==> config.mk <==
export PLATFORM = sky130hd
export DESIGN_NAME = instr_fetch_unit
export DESIGN_NICKNAME = d
export VERILOG_FILES = /design/src/rtl/instr_fetch_unit.sv
export SDC_FILE = /design/constraint.sdc
export NUM_CORES = 1
export LEC_CHECK = 0
export CAP_MARGIN = 20
export CORE_AREA = 2 2 138 140
export DETAILED_ROUTE_END_ITERATION = 8
export DIE_AREA = 0 0 140 142
export PLACE_DENSITY = 0.79
export SYNTH_ARGS = -nofsm -noshare
export SYNTH_HDL_FRONTEND = slang
export SYNTH_SLANG_ARGS = --single-unit
==> constraint.sdc <==
create_clock -name clk -period 5.3 [get_ports clk]
set_clock_uncertainty 0.05 [all_clocks]
set_input_delay 1.325 -clock clk [delete_from_list [all_inputs] [get_ports clk]]
set_output_delay 1.325 -clock clk [all_outputs]
set_load 0.01 [all_outputs]
==> src/rtl/instr_fetch_unit.sv <==
// Instruction fetch front-end: owns the PC, issues in-order reads to instruction memory
// and buffers returned words in a small FIFO for the decode/control stage.
//
// state    | meaning
// ---------+-------------------------------------------------------------
// ST_RUN   | normal fetch; responses are written into the instruction FIFO
// ST_DRAIN | after a redirect; stale responses are counted off and dropped
module instr_fetch_unit #(
  parameter int unsigned     XLEN     = 32,
  parameter logic [XLEN-1:0] RESET_PC = '0,
  parameter int unsigned     DEPTH    = 2
) (
  input  logic            clk,
  input  logic            rst_n,
  output logic            imem_req_valid,
  input  logic            imem_req_ready,
  output logic [XLEN-1:0] imem_req_addr,
  input  logic            imem_rsp_valid,
  input  logic [XLEN-1:0] imem_rsp_data,
  input  logic            redirect,
  input  logic [XLEN-1:0] redirect_target,
  output logic            instr_valid,
  input  logic            instr_ready,
  output logic [XLEN-1:0] instr,
  output logic [XLEN-1:0] instr_pc,
  output logic [6:0]      op,
  output logic [2:0]      funct3,
  output logic            funct7,
  output logic            misalign_err
);

  localparam int unsigned AW = (DEPTH > 1) ? $clog2(DEPTH) : 1;
  localparam int unsigned CW = AW + 1;

  typedef enum logic {
    ST_RUN   = 1'b0,
    ST_DRAIN = 1'b1
  } state_t;

  state_t          state;
  logic [XLEN-1:0] fetch_pc;

  logic [XLEN-1:0] fifo_data [DEPTH];
  logic [XLEN-1:0] fifo_pc   [DEPTH];
  logic [AW-1:0]   fifo_wr;
  logic [AW-1:0]   fifo_rd;
  logic [CW-1:0]   fifo_count;

  // PCs of accepted requests, popped in order as responses return
  logic [XLEN-1:0] flight_pc [DEPTH];
  logic [AW-1:0]   flight_wr;
  logic [AW-1:0]   flight_rd;
  logic [CW-1:0]   outstanding;
  logic [CW-1:0]   drop_cnt;

  logic            req_fire;
  logic            rsp_take;
  logic            push;
  logic            pop;
  logic            credit_ok;
  logic [CW:0]     in_use;
  logic [CW-1:0]   drop_next;
  logic [CW-1:0]   fire_ext;
  logic [CW-1:0]   take_ext;
  logic [CW-1:0]   push_ext;
  logic [CW-1:0]   pop_ext;

  // Credit rule: FIFO entries plus requests in flight never exceed DEPTH
  assign in_use    = {1'b0, fifo_count} + {1'b0, outstanding};
  assign credit_ok = in_use < (CW+1)'(DEPTH);

  assign imem_req_valid = rst_n && (state == ST_RUN) && credit_ok && !redirect;
  assign imem_req_addr  = fetch_pc;
  assign req_fire       = imem_req_valid && imem_req_ready;

  // A response with nothing outstanding is spurious and is ignored everywhere
  assign rsp_take  = imem_rsp_valid && (outstanding != '0);
  assign push      = rsp_take && (state == ST_RUN) && !redirect;
  assign pop       = instr_valid && instr_ready;

  assign fire_ext  = {{(CW-1){1'b0}}, req_fire};
  assign take_ext  = {{(CW-1){1'b0}}, rsp_take};
  assign push_ext  = {{(CW-1){1'b0}}, push};
  assign pop_ext   = {{(CW-1){1'b0}}, pop};
  assign drop_next = outstanding - take_ext;

  assign misalign_err = rst_n && redirect && (redirect_target[1:0] != 2'b00);

  assign instr_valid = (fifo_count != '0);
  assign instr       = instr_valid ? fifo_data[fifo_rd] : '0;
  assign instr_pc    = instr_valid ? fifo_pc[fifo_rd]   : '0;
  assign op          = instr[6:0];
  assign funct3      = instr[14:12];
  assign funct7      = instr[30];

  always_ff @(posedge clk or negedge rst_n) begin
    if (!rst_n) begin
      state       <= ST_RUN;
      fetch_pc    <= RESET_PC;
      fifo_wr     <= '0;
      fifo_rd     <= '0;
      fifo_count  <= '0;
      flight_wr   <= '0;
      flight_rd   <= '0;
      outstanding <= '0;
      drop_cnt    <= '0;
    end else begin
      outstanding <= outstanding + fire_ext - take_ext;
      if (req_fire) flight_wr <= flight_wr + AW'(1);
      if (rsp_take) flight_rd <= flight_rd + AW'(1);

      if (redirect) begin
        fetch_pc   <= {redirect_target[XLEN-1:2], 2'b00};
        fifo_wr    <= '0;
        fifo_rd    <= '0;
        fifo_count <= '0;
        drop_cnt   <= drop_next;
        state      <= (drop_next != '0) ? ST_DRAIN : ST_RUN;
      end else begin
        if (req_fire) fetch_pc <= fetch_pc + XLEN'(4);
        if (push)     fifo_wr  <= fifo_wr + AW'(1);
        if (pop)      fifo_rd  <= fifo_rd + AW'(1);
        fifo_count <= fifo_count + push_ext - pop_ext;

        if (state == ST_DRAIN) begin
          if (rsp_take) drop_cnt <= drop_cnt - CW'(1);
          if ((drop_cnt == '0) || (rsp_take && (drop_cnt == CW'(1)))) begin
            state <= ST_RUN;
          end
        end
      end
    end
  end

  // Storage needs no reset: every read is qualified by the count registers
  always_ff @(posedge clk) begin
    if (req_fire) flight_pc[flight_wr] <= fetch_pc;
    if (push) begin
      fifo_data[fifo_wr] <= imem_rsp_data;
      fifo_pc[fifo_wr]   <= flight_pc[flight_rd];
    end
  end

endmodule

==> impl_metrics.toml, run 1 <==
[drt]
vias_per_cell = 5.507
drtPass1Iterations = 7
drc_errors = 18
ant_nets = 0
wl_per_cell_um = 18.61
drtIter0Drc = 407
vias = 5876
drt_wl_total_mm = 19.86

[logic_synthesis]
synthTopCellsByArea = "edfxtp_1 59%, dfrtp_1 11%, mux2i_1 7.2%"
synth_seq_area_share = 0.6942
netlist_area_mm2 = 0.009438
syn_avg_cell_area_um2 = 14.61
synthArstFlopShare = 0.1822
synth-seq-cells = 225
yosys_most_used_dff = "edfxtp_1"
synthCells = 646
yosysMostFrequentCell = "edfxtp_1"
synth_top_area_share = 0.5854
yosys_warnings = 0
yosys-top-cells-count = "184 x edfxtp_1, 82 x nor2_1, 68 x mux2i_1, 41 x dfrtp_1, 36 x nand2_1"
yosys.cell_types.count = 58
synth_edf_count = 184
yosysTopAreaCell = "edfxtp_1"

[pwr]
report.power.total_w = 0.005040
powerDensity_mw_per_mm2 = 418.4
max-vdd-ir-drop_mv = 0.2686
p_leak_nw = 4.159

[clock_network]
cts.sinks = 225
cts_resized = 0
cts_tree = "built"
hold_buffers = 0
clk_latency_ns = 0.50
clk_pin_slew_worst_paths_ns = 0.06
cts.path.max_buffers = 3
postCtsSetupBuffers = 0
cts_buffers = 23
cts_root_buf = "clkbuf_16"
cts_max_level = 1

[grt]
grt_max_degree = 64
grt-ovfl-total = 0
grt_first_pass_wirelength_mm = 31.34
antenna_found_initial = 0
grt_pass1_vias = 5986
grt_usage = 0.1983

[setup_path]
cp_num_cells = 4
cpMaxStageDelayCell = "clkdlybuf4s50_1"
worstPathArrival_ns = 2.66
path_class = "in -> out"
cp.required_ns = 3.92
setup.worst_path.end_class = "output pin"
path_max_fanout = 60
endpoint = "misalign_err"
slowest_delay_ns = 0.53
cp_top_family = "buffers and inverters"
crit_buf_inv = 3
worstRegToRegCells = 10
cp_cell_sequence = "buf_2 > buf_4 > o211a_1 > clkdlybuf4s50_1"
worstReg2RegStart = "fifo_count[0]$_DFF_PN0_"
start_kind = "input pin"
setup.worst_path.start = "redirect"
r2r_end = "outstanding[1]$_DFF_PN0_"
rrSetupSlack_ns = 2.41

[hold_path]
hold_class = "reg -> reg"
hold_start = "flight_wr$_DFFE_PN0P_"

[timing]
rsz0062_at_grt = "no"
slew_violations = 0
finalSetupViolCount = 0
post-route-min-period_ns = 4.040
setup_tns_ns = 0
layout_worst_path_cycle_share = 0.7622
final-hold-violation-count = 0
worstMarginPinSlew_ns = 0.8788
fmaxAchievable_mhz = 247.6
slew_headroom = 0.4141

[outcome]
violations = "DRC"
status = "finished, violations left"

[floorplanning]
initial_utilization = 0.5114
die_w_um = 140
core-area_mm2 = 0.01846
row_count = 50
dieArea_mm2 = 0.01988
ios = 180
die-height_um = 142

[placed_design]
place_hpwl_mm = 12.98
io_buffers = 175
gp_congestion = 0.8906

[layout]
antenna_cells = 0
area_growth_syn_to_layout_pct = 27.64
fin_nets = 896
drive_above_1_share = 0.1068
fin_util = 0.6527

[run]
drv_cap = 0
registers in the layout, summed over array words and instances, names as in the netlist:
signal         count
flight_rd          1
state              1
outstanding        2
drop_cnt           2
fifo_wr            1
fifo_rd            1
flight_wr          1
fifo_data         64
flight_pc         60
imem_req_addr     30
fifo_count         2
fifo_pc           60
cells by family (layout without fill, tap and decap cells):
logic type	Yosys count	count (layout)	synth area share
and+or+nand+nor	188	188	0.1006
DFF	225	225	0.6942
AOI/OAI and AO/OA	54	54	0.03884
adders and majority gates	9	9	0.01273
other	1	4	0.0003973
muxes	99	99	0.1091
buffers and inverters	54	238	0.02930
xor gates and xnor gates	16	16	0.01485
worst min path at each step:
stage / cells past startpoint / endpoint
2_1_floorplan: 1 / flight_wr$_DFFE_PN0P_
6_report: 1 / flight_wr$_DFFE_PN0P_
3_3_place_gp: 1 / flight_wr$_DFFE_PN0P_
4_1_cts: 1 / flight_wr$_DFFE_PN0P_
3_5_place_dp: 1 / flight_wr$_DFFE_PN0P_
5_1_grt: 1 / flight_wr$_DFFE_PN0P_
layout make-up:
cell class / count / area [um2]
multi-input cells: 370 / 2640
flip-flops and latches: 225 / 6555
well taps: 234 / 292.8
fillers: 1308 / 6409
inverters: 13 / 48.80
repair buffers: 184 / 1829
clock inverters: 11 / 58.81
clock buffers: 30 / 621.8
worst register-to-register path, cell delays in order, from the launching register on:
cell and delay, ns:
dfrtp_1 0.42, and2_1 0.19, fa_1 0.48, nand4bb_4 0.29, nor2_8 0.29, inv_2 0.24, ha_1 0.34, inv_1 0.04
ha_1 0.18, xnor2_1 0.17, xnor2_1 0.14
where the power goes:
part	internal, W	total [W]	leakage [nW]	switching, W
Clock	0.000826	0.00146	0.327	0.000635
Combinational	0.000675	0.00131	1.67	0.000635
Sequential	0.00212	0.00227	2.16	0.000144
layer usage:
metal / track usage / up-vias / wire (um)
met1: 0.2617 / 2853 / 8164
li1: - / 2717 / -
met2: 0.3399 / 266 / 9706
met4: 0.05795 / 0 / 405
met5: 0 / - / 0
met3: 0.03701 / 40 / 1582
metrics by stage:
step	hold slack (ns)	instances	cell area, um2	setup slack [ns]
2_1_floorplan	0.4103	649	9449	0.4548
3_3_place_gp	0.4412	1025	11340	1.286
3_5_place_dp	0.4563	1025	11340	1.274
4_1_cts	0.4643	1066	12020	1.091
5_1_grt	0.4924	1067	12050	1.067
6_report	0.4717	1067	12050	1.260
placed cells by master, fill, tap and decap left out, types with 13 or more instances in the layout:
cell and instances:
clkdlybuf4s50_1 173, dfrtp_1 40, edfxtp_1 184, mux2i_1 68
nor2_1 79, nand2_1 36, xnor2_1 13, o21ai_0 15
nand3_1 17, clkbuf_16 23, mux2_2 31
No activity file was read; power rests on OpenSTA's default activity.
==> inputs of run 2 (changes only) <==
==> constraint.sdc (replaced) <==
create_clock -name clk -period 4.1 [get_ports clk]
set_clock_uncertainty 0.05 [all_clocks]
set_input_delay 1.025 -clock clk [delete_from_list [all_inputs] [get_ports clk]]
set_output_delay 1.025 -clock clk [all_outputs]
set_load 0.01 [all_outputs]
==> run 2 against run 1 <==
Net effect: the flow still finishes with violations (DRC); critical path type is now reg -> out; global-route usage rose by 0.16 points; final cell count rose by 0.37%; sequential share of layout area shrank 0.33 points; non-clock buffer count increased by 3; critical endpoint is now instr[6].
==> impl_metrics.toml, run 2 (synthesized netlist as in run 1, its figures left out) <==
[floorplanning]
die-height_um = 142
row_count = 50
dieArea_mm2 = 0.01988
initial_utilization = 0.5114
ios = 180
die_w_um = 140
core-area_mm2 = 0.01846

[clock_network]
cts_tree = "built"
cts_buffers = 23
cts.sinks = 225
hold_buffers = 0
clk_pin_slew_worst_paths_ns = 0.06
cts.path.max_buffers = 3
cts_root_buf = "clkbuf_16"
clk_latency_ns = 0.51
cts_max_level = 1
cts_resized = 0
postCtsSetupBuffers = 0

[grt]
grt_pass1_vias = 5927
grt-ovfl-total = 0
grt_usage = 0.1999
grt_first_pass_wirelength_mm = 31.42
grt_max_degree = 63
antenna_found_initial = 0

[timing]
final-hold-violation-count = 0
post-route-min-period_ns = 3.708
slew_violations = 0
layout_worst_path_cycle_share = 0.9044
worstMarginPinSlew_ns = 0.7623
finalSetupViolCount = 0
rsz0062_at_grt = "no"
slew_headroom = 0.4899
worst_slack_ns = 0.3920
fmaxAchievable_mhz = 269.7
setup_tns_ns = 0

[setup_path]
path_class = "reg -> out"
worstRegToRegCells = 7
path_max_fanout = 42
endpoint = "instr[6]"
worstPathArrival_ns = 2.63
setup.worst_path.start = "fifo_rd$_DFFE_PN0P_"
rrSetupSlack_ns = 1.18
worstReg2RegStart = "fifo_count[0]$_DFF_PN0_"
start_kind = "flip-flop"
r2r_end = "flight_pc[0][10]$_DFFE_PP_"
setup.worst_path.end_class = "output pin"
cp.required_ns = 3.02

[pwr]
power_frac_seq = 0.455
powerDensity_mw_per_mm2 = 541.6
max-vdd-ir-drop_mv = 0.3233
power.internal_w = 0.004717
pwr-share-comb = 0.249
swShare = 0.2813
clock_power_share = 0.296
p_sw_w = 0.001846
p_leak_nw = 4.190

[drt]
vias = 5806
wl_per_cell_um = 18.60
drtPass1Iterations = 7
drc_errors = 19
drtIter0Drc = 430
ant_nets = 0
drt_wl_total_mm = 19.92
vias_per_cell = 5.421

[layout]
drive_above_1_share = 0.1123
fin_nets = 899
largest_register_ffs = 64
reg.largest.list = "fifo_data x64, fifo_pc x60, flight_pc x60"
largest_register = "fifo_data"
antenna_cells = 0
layout_common_cells = "184 x edfxtp_1, 173 x clkdlybuf4s50_1, 79 x nor2_1"
layout_commonest_cell = "edfxtp_1"
area_growth_syn_to_layout_pct = 28.41
fill_cells = 1279

[outcome]
status = "finished, violations left"
violations = "DRC"

[placed_design]
place_hpwl_mm = 13.34
gp_congestion = 0.8577
post-place-ws_ns = 0.6737
io_buffers = 175

[hold_path]
hold_class = "reg -> reg"

[run]
drv_cap = 0
-- run 2: layout make-up --
class | count | area (um2) | share of cell area
clock buffers | 26 | 586.8 | 0.04842
repair buffers | 187 | 1882 | 0.1553
clock inverters | 16 | 113.9 | 0.009395
well taps | 234 | 292.8 | 0.02416
inverters | 13 | 48.80 | 0.004026
flip-flops and latches | 225 | 6555 | 0.5409
multi-input cells | 370 | 2640 | 0.2178
-- run 2: power by group through the flow --
stage	registers [W]	clock network (W)	logic [W]
detailed placement	0.00304	0	0.00165
global route	0.00302	0.00208	0.00178
finish	0.00299	0.00194	0.00163
CTS	0.00299	0.00198	0.00166
floorplan	0.00291	0	0.00104
global placement	0.00302	0	0.00160
-- run 2: worst min path at each step --
| stage | from | end | slack (ns) | cells past startpoint |
|---|---|---|---|---|
| floorplan | flight_wr$_DFFE_PN0P_ | flight_wr$_DFFE_PN0P_ | 0.41 | 1 |
| global placement | flight_rd$_DFFE_PN0P_ | flight_rd$_DFFE_PN0P_ | 0.41 | 1 |
| detailed placement | flight_rd$_DFFE_PN0P_ | flight_rd$_DFFE_PN0P_ | 0.42 | 1 |
| CTS | flight_rd$_DFFE_PN0P_ | flight_rd$_DFFE_PN0P_ | 0.43 | 1 |
| global route | flight_rd$_DFFE_PN0P_ | flight_rd$_DFFE_PN0P_ | 0.47 | 1 |
| finish | flight_rd$_DFFE_PN0P_ | flight_rd$_DFFE_PN0P_ | 0.42 | 1 |
-- run 2: per-stage QoR --
step,hold slack (ns),area [um2],std cells,util,total power [W]
after floorplan,0.4103,9452,649,-,0.003950
after global placement,0.4066,11420,1029,0.6187,0.004623
after detailed placement,0.4180,11420,1029,0.6187,0.004685
after CTS,0.4286,12120,1071,0.6567,0.006628
after global routing,0.4668,12120,1071,0.6567,0.006881
final,0.4226,12120,1071,0.6567,0.006563
-- run 2: worst max-delay path, cell delays in order, from the launching register on --
cell             delay [ns]
dfrtp_4                0.91
buf_4                  0.37
mux2i_1                0.10
nor2_1                 0.16
clkdlybuf4s50_1        0.56
-- run 2: per-layer routing --
layer	vias to the layer above	GRT usage	wire length [um]
met5	-	0	0
met4	0	0.05529	488
met3	35	0.03802	1650
met2	265	0.3324	9341
met1	2771	0.2740	8437
li1	2735	-	-
==> inputs of run 3 (changes only) <==
--- a/config.mk
+++ b/config.mk
@@ -6,10 +6,9 @@
 export NUM_CORES = 1
 export LEC_CHECK = 0
 export CAP_MARGIN = 20
-export CORE_AREA = 2 2 138 140
+export CORE_AREA = 2 2 168 170
 export DETAILED_ROUTE_END_ITERATION = 8
-export DIE_AREA = 0 0 140 142
-export PLACE_DENSITY = 0.79
+export DIE_AREA = 0 0 170 172
 export SYNTH_ARGS = -nofsm -noshare
 export SYNTH_HDL_FRONTEND = slang
 export SYNTH_SLANG_ARGS = --single-unit
==> run 3 against run 2 <==
Net effect: the flow now finishes without violations; first-iteration DRC count decreased by 39%; sequential power decreased by 1%; setup slack improved by 0.14 ns; combinational power increased by 4%; count of clock-buffer cells in the layout increased by 7; die area increased by 47%; final area increased by 2.3%; total power increased by 5.3%; critical path type unchanged; largest cell class unchanged; largest power group unchanged.
==> impl_metrics.toml, run 3 (synthesized netlist as in run 1, its figures left out) <==
[outcome]
status = "finished, final reports clean"

[grt]
antenna_found_initial = 0
grt_max_degree = 63
grt_usage = 0.1434
grt_first_pass_wirelength_mm = 32.19
grt-ovfl-total = 0
grt_pass1_vias = 5585

[timing]
layout_worst_path_cycle_share = 0.8706
final-hold-violation-count = 0
finalSetupViolCount = 0
setup_tns_ns = 0
slew_headroom = 0.4107
fmaxAchievable_mhz = 280.1
worstMarginPinSlew_ns = 0.8807
post-route-min-period_ns = 3.570
slew_violations = 0
hold_slack_ns = 0.4204
rsz0062_at_grt = "no"

[floorplanning]
die_w_um = 170
core-area_mm2 = 0.02748
dieArea_mm2 = 0.02924
die-height_um = 172
initial_utilization = 0.3435
ios = 180
row_count = 61

[clock_network]
cts.sinks = 225
cts_tree = "built"
cts_root_buf = "clkbuf_16"
hold_buffers = 0
cts.path.max_buffers = 3
clk_latency_ns = 0.52
clk_pin_slew_worst_paths_ns = 0.06
postCtsSetupBuffers = 0
cts_max_level = 1
cts_buffers = 25
cts_resized = 0

[drt]
drtIter0Drc = 264
vias_per_cell = 4.819
drtPass1Iterations = 4
wl_per_cell_um = 17.76
ant_nets = 0
vias = 5711
drt_wl_total_mm = 21.04
drc_errors = 0

[pwr]
report.power.total_w = 0.006911
p_leak_nw = 4.265
powerDensity_mw_per_mm2 = 557.5
max-vdd-ir-drop_mv = 0.2655

[setup_path]
slowest_delay_ns = 0.59
r2r_end = "outstanding[1]$_DFF_PN0_"
cp_top_family = "buffers and inverters"
worstPathArrival_ns = 2.49
path_max_fanout = 3
cp_cell_sequence = "and2_1 > fa_1 > nor4b_1 > clkdlybuf4s50_1"
worstReg2RegStart = "fifo_count[0]$_DFF_PN0_"
worstRegToRegCells = 10
path_class = "reg -> out"
start_kind = "flip-flop"
endpoint = "imem_req_valid"
rrSetupSlack_ns = 1.20
cp.required_ns = 3.02
cp_num_cells = 4
cpMaxStageDelayCell = "clkdlybuf4s50_1"
crit_buf_inv = 1
setup.worst_path.end_class = "output pin"
setup.worst_path.start = "fifo_count[0]$_DFF_PN0_"

[layout]
largest_register = "fifo_data"
layout_common_cells = "184 x edfxtp_1, 173 x clkdlybuf4s50_1, 79 x nor2_1"
fin_nets = 899
largest_register_ffs = 64
fill_cells = 2484
multiInputGateArea_mm2 = 0.002644
area_growth_syn_to_layout_pct = 31.35
drive_above_1_share = 0.1180
regArea_mm2 = 0.006555
layout_commonest_cell = "edfxtp_1"
antenna_cells = 0
reg.largest.list = "fifo_data x64, fifo_pc x60, flight_pc x60"

[placed_design]
io_buffers = 175
gp_congestion = 0.7802
place_hpwl_mm = 13.34

[hold_path]
hold_class = "reg -> reg"
holdPathStages = 1

[run]
drv_cap = 0
-- run 3: changes by cell type in the layout (fill, tap and decap cells not counted), sizes merged --
cell	before	now
clkinv	10	8
clkbuf	26	33
buf	14	12
clkinvlp	3	1
inv	15	14
bufinv	1	3
-- run 3: layout make-up --
class,instances,share of cell area
flip-flops and latches,225,0.5288
multi-input cells,370,0.2133
clock inverters,13,0.01161
repair buffers,185,0.1506
well taps,346,0.03492
clock buffers,33,0.05692
inverters,13,0.003936
-- run 3: worst min-delay path by stage --
stage	startpoint	end	slack, ns
final	flight_rd$_DFFE_PN0P_	flight_rd$_DFFE_PN0P_	0.42
after global routing	flight_rd$_DFFE_PN0P_	flight_rd$_DFFE_PN0P_	0.44
after CTS	flight_rd$_DFFE_PN0P_	flight_rd$_DFFE_PN0P_	0.42
after detailed placement	flight_rd$_DFFE_PN0P_	flight_rd$_DFFE_PN0P_	0.41
after global placement	flight_rd$_DFFE_PN0P_	flight_rd$_DFFE_PN0P_	0.41
after floorplan	flight_wr$_DFFE_PN0P_	flight_wr$_DFFE_PN0P_	0.41
-- run 3: power by group --
group	internal, W	switching [W]	total (W)
Clock	0.00140	0.000872	0.00227
Combinational	0.000881	0.000810	0.00169
Sequential	0.00275	0.000207	0.00295
Total	0.00502	0.00189	0.00691
-- run 3: worst reg2reg max path, delay by kind of cell (launching register included) --
| family | cells | cell delay, ns |
|---|---|---|
| xor gates and xnor gates | 2 | 0.32 |
| buffers and inverters | 2 | 0.28 |
| and+or+nand+nor | 3 | 0.77 |
| DFF | 1 | 0.42 |
| adders and majority gates | 3 | 1.00 |
-- run 3: metrics by stage --
stage / cell area (um2) / cells / setup WS [ns] / util
floorplan: 9452 / 649 / 0.5705 / -
global placement: 11550 / 1139 / 0.7277 / 0.4203
detailed placement: 11550 / 1139 / 0.7318 / 0.4203
CTS: 12400 / 1185 / 0.4774 / 0.4512
global route: 12400 / 1185 / 0.3540 / 0.4512
finish: 12400 / 1185 / 0.5305 / 0.4512
-- run 3: metal layers --
| metal | up-vias | track usage | share of wire |
|---|---|---|---|
| met4 | 0 | 0.03344 | 0.014 |
| met2 | 191 | 0.2410 | 0.47 |
| met1 | 2774 | 0.1902 | 0.45 |
| met5 | - | 0 | 0 |
| li1 | 2721 | - | - |
| met3 | 25 | 0.03204 | 0.066 |
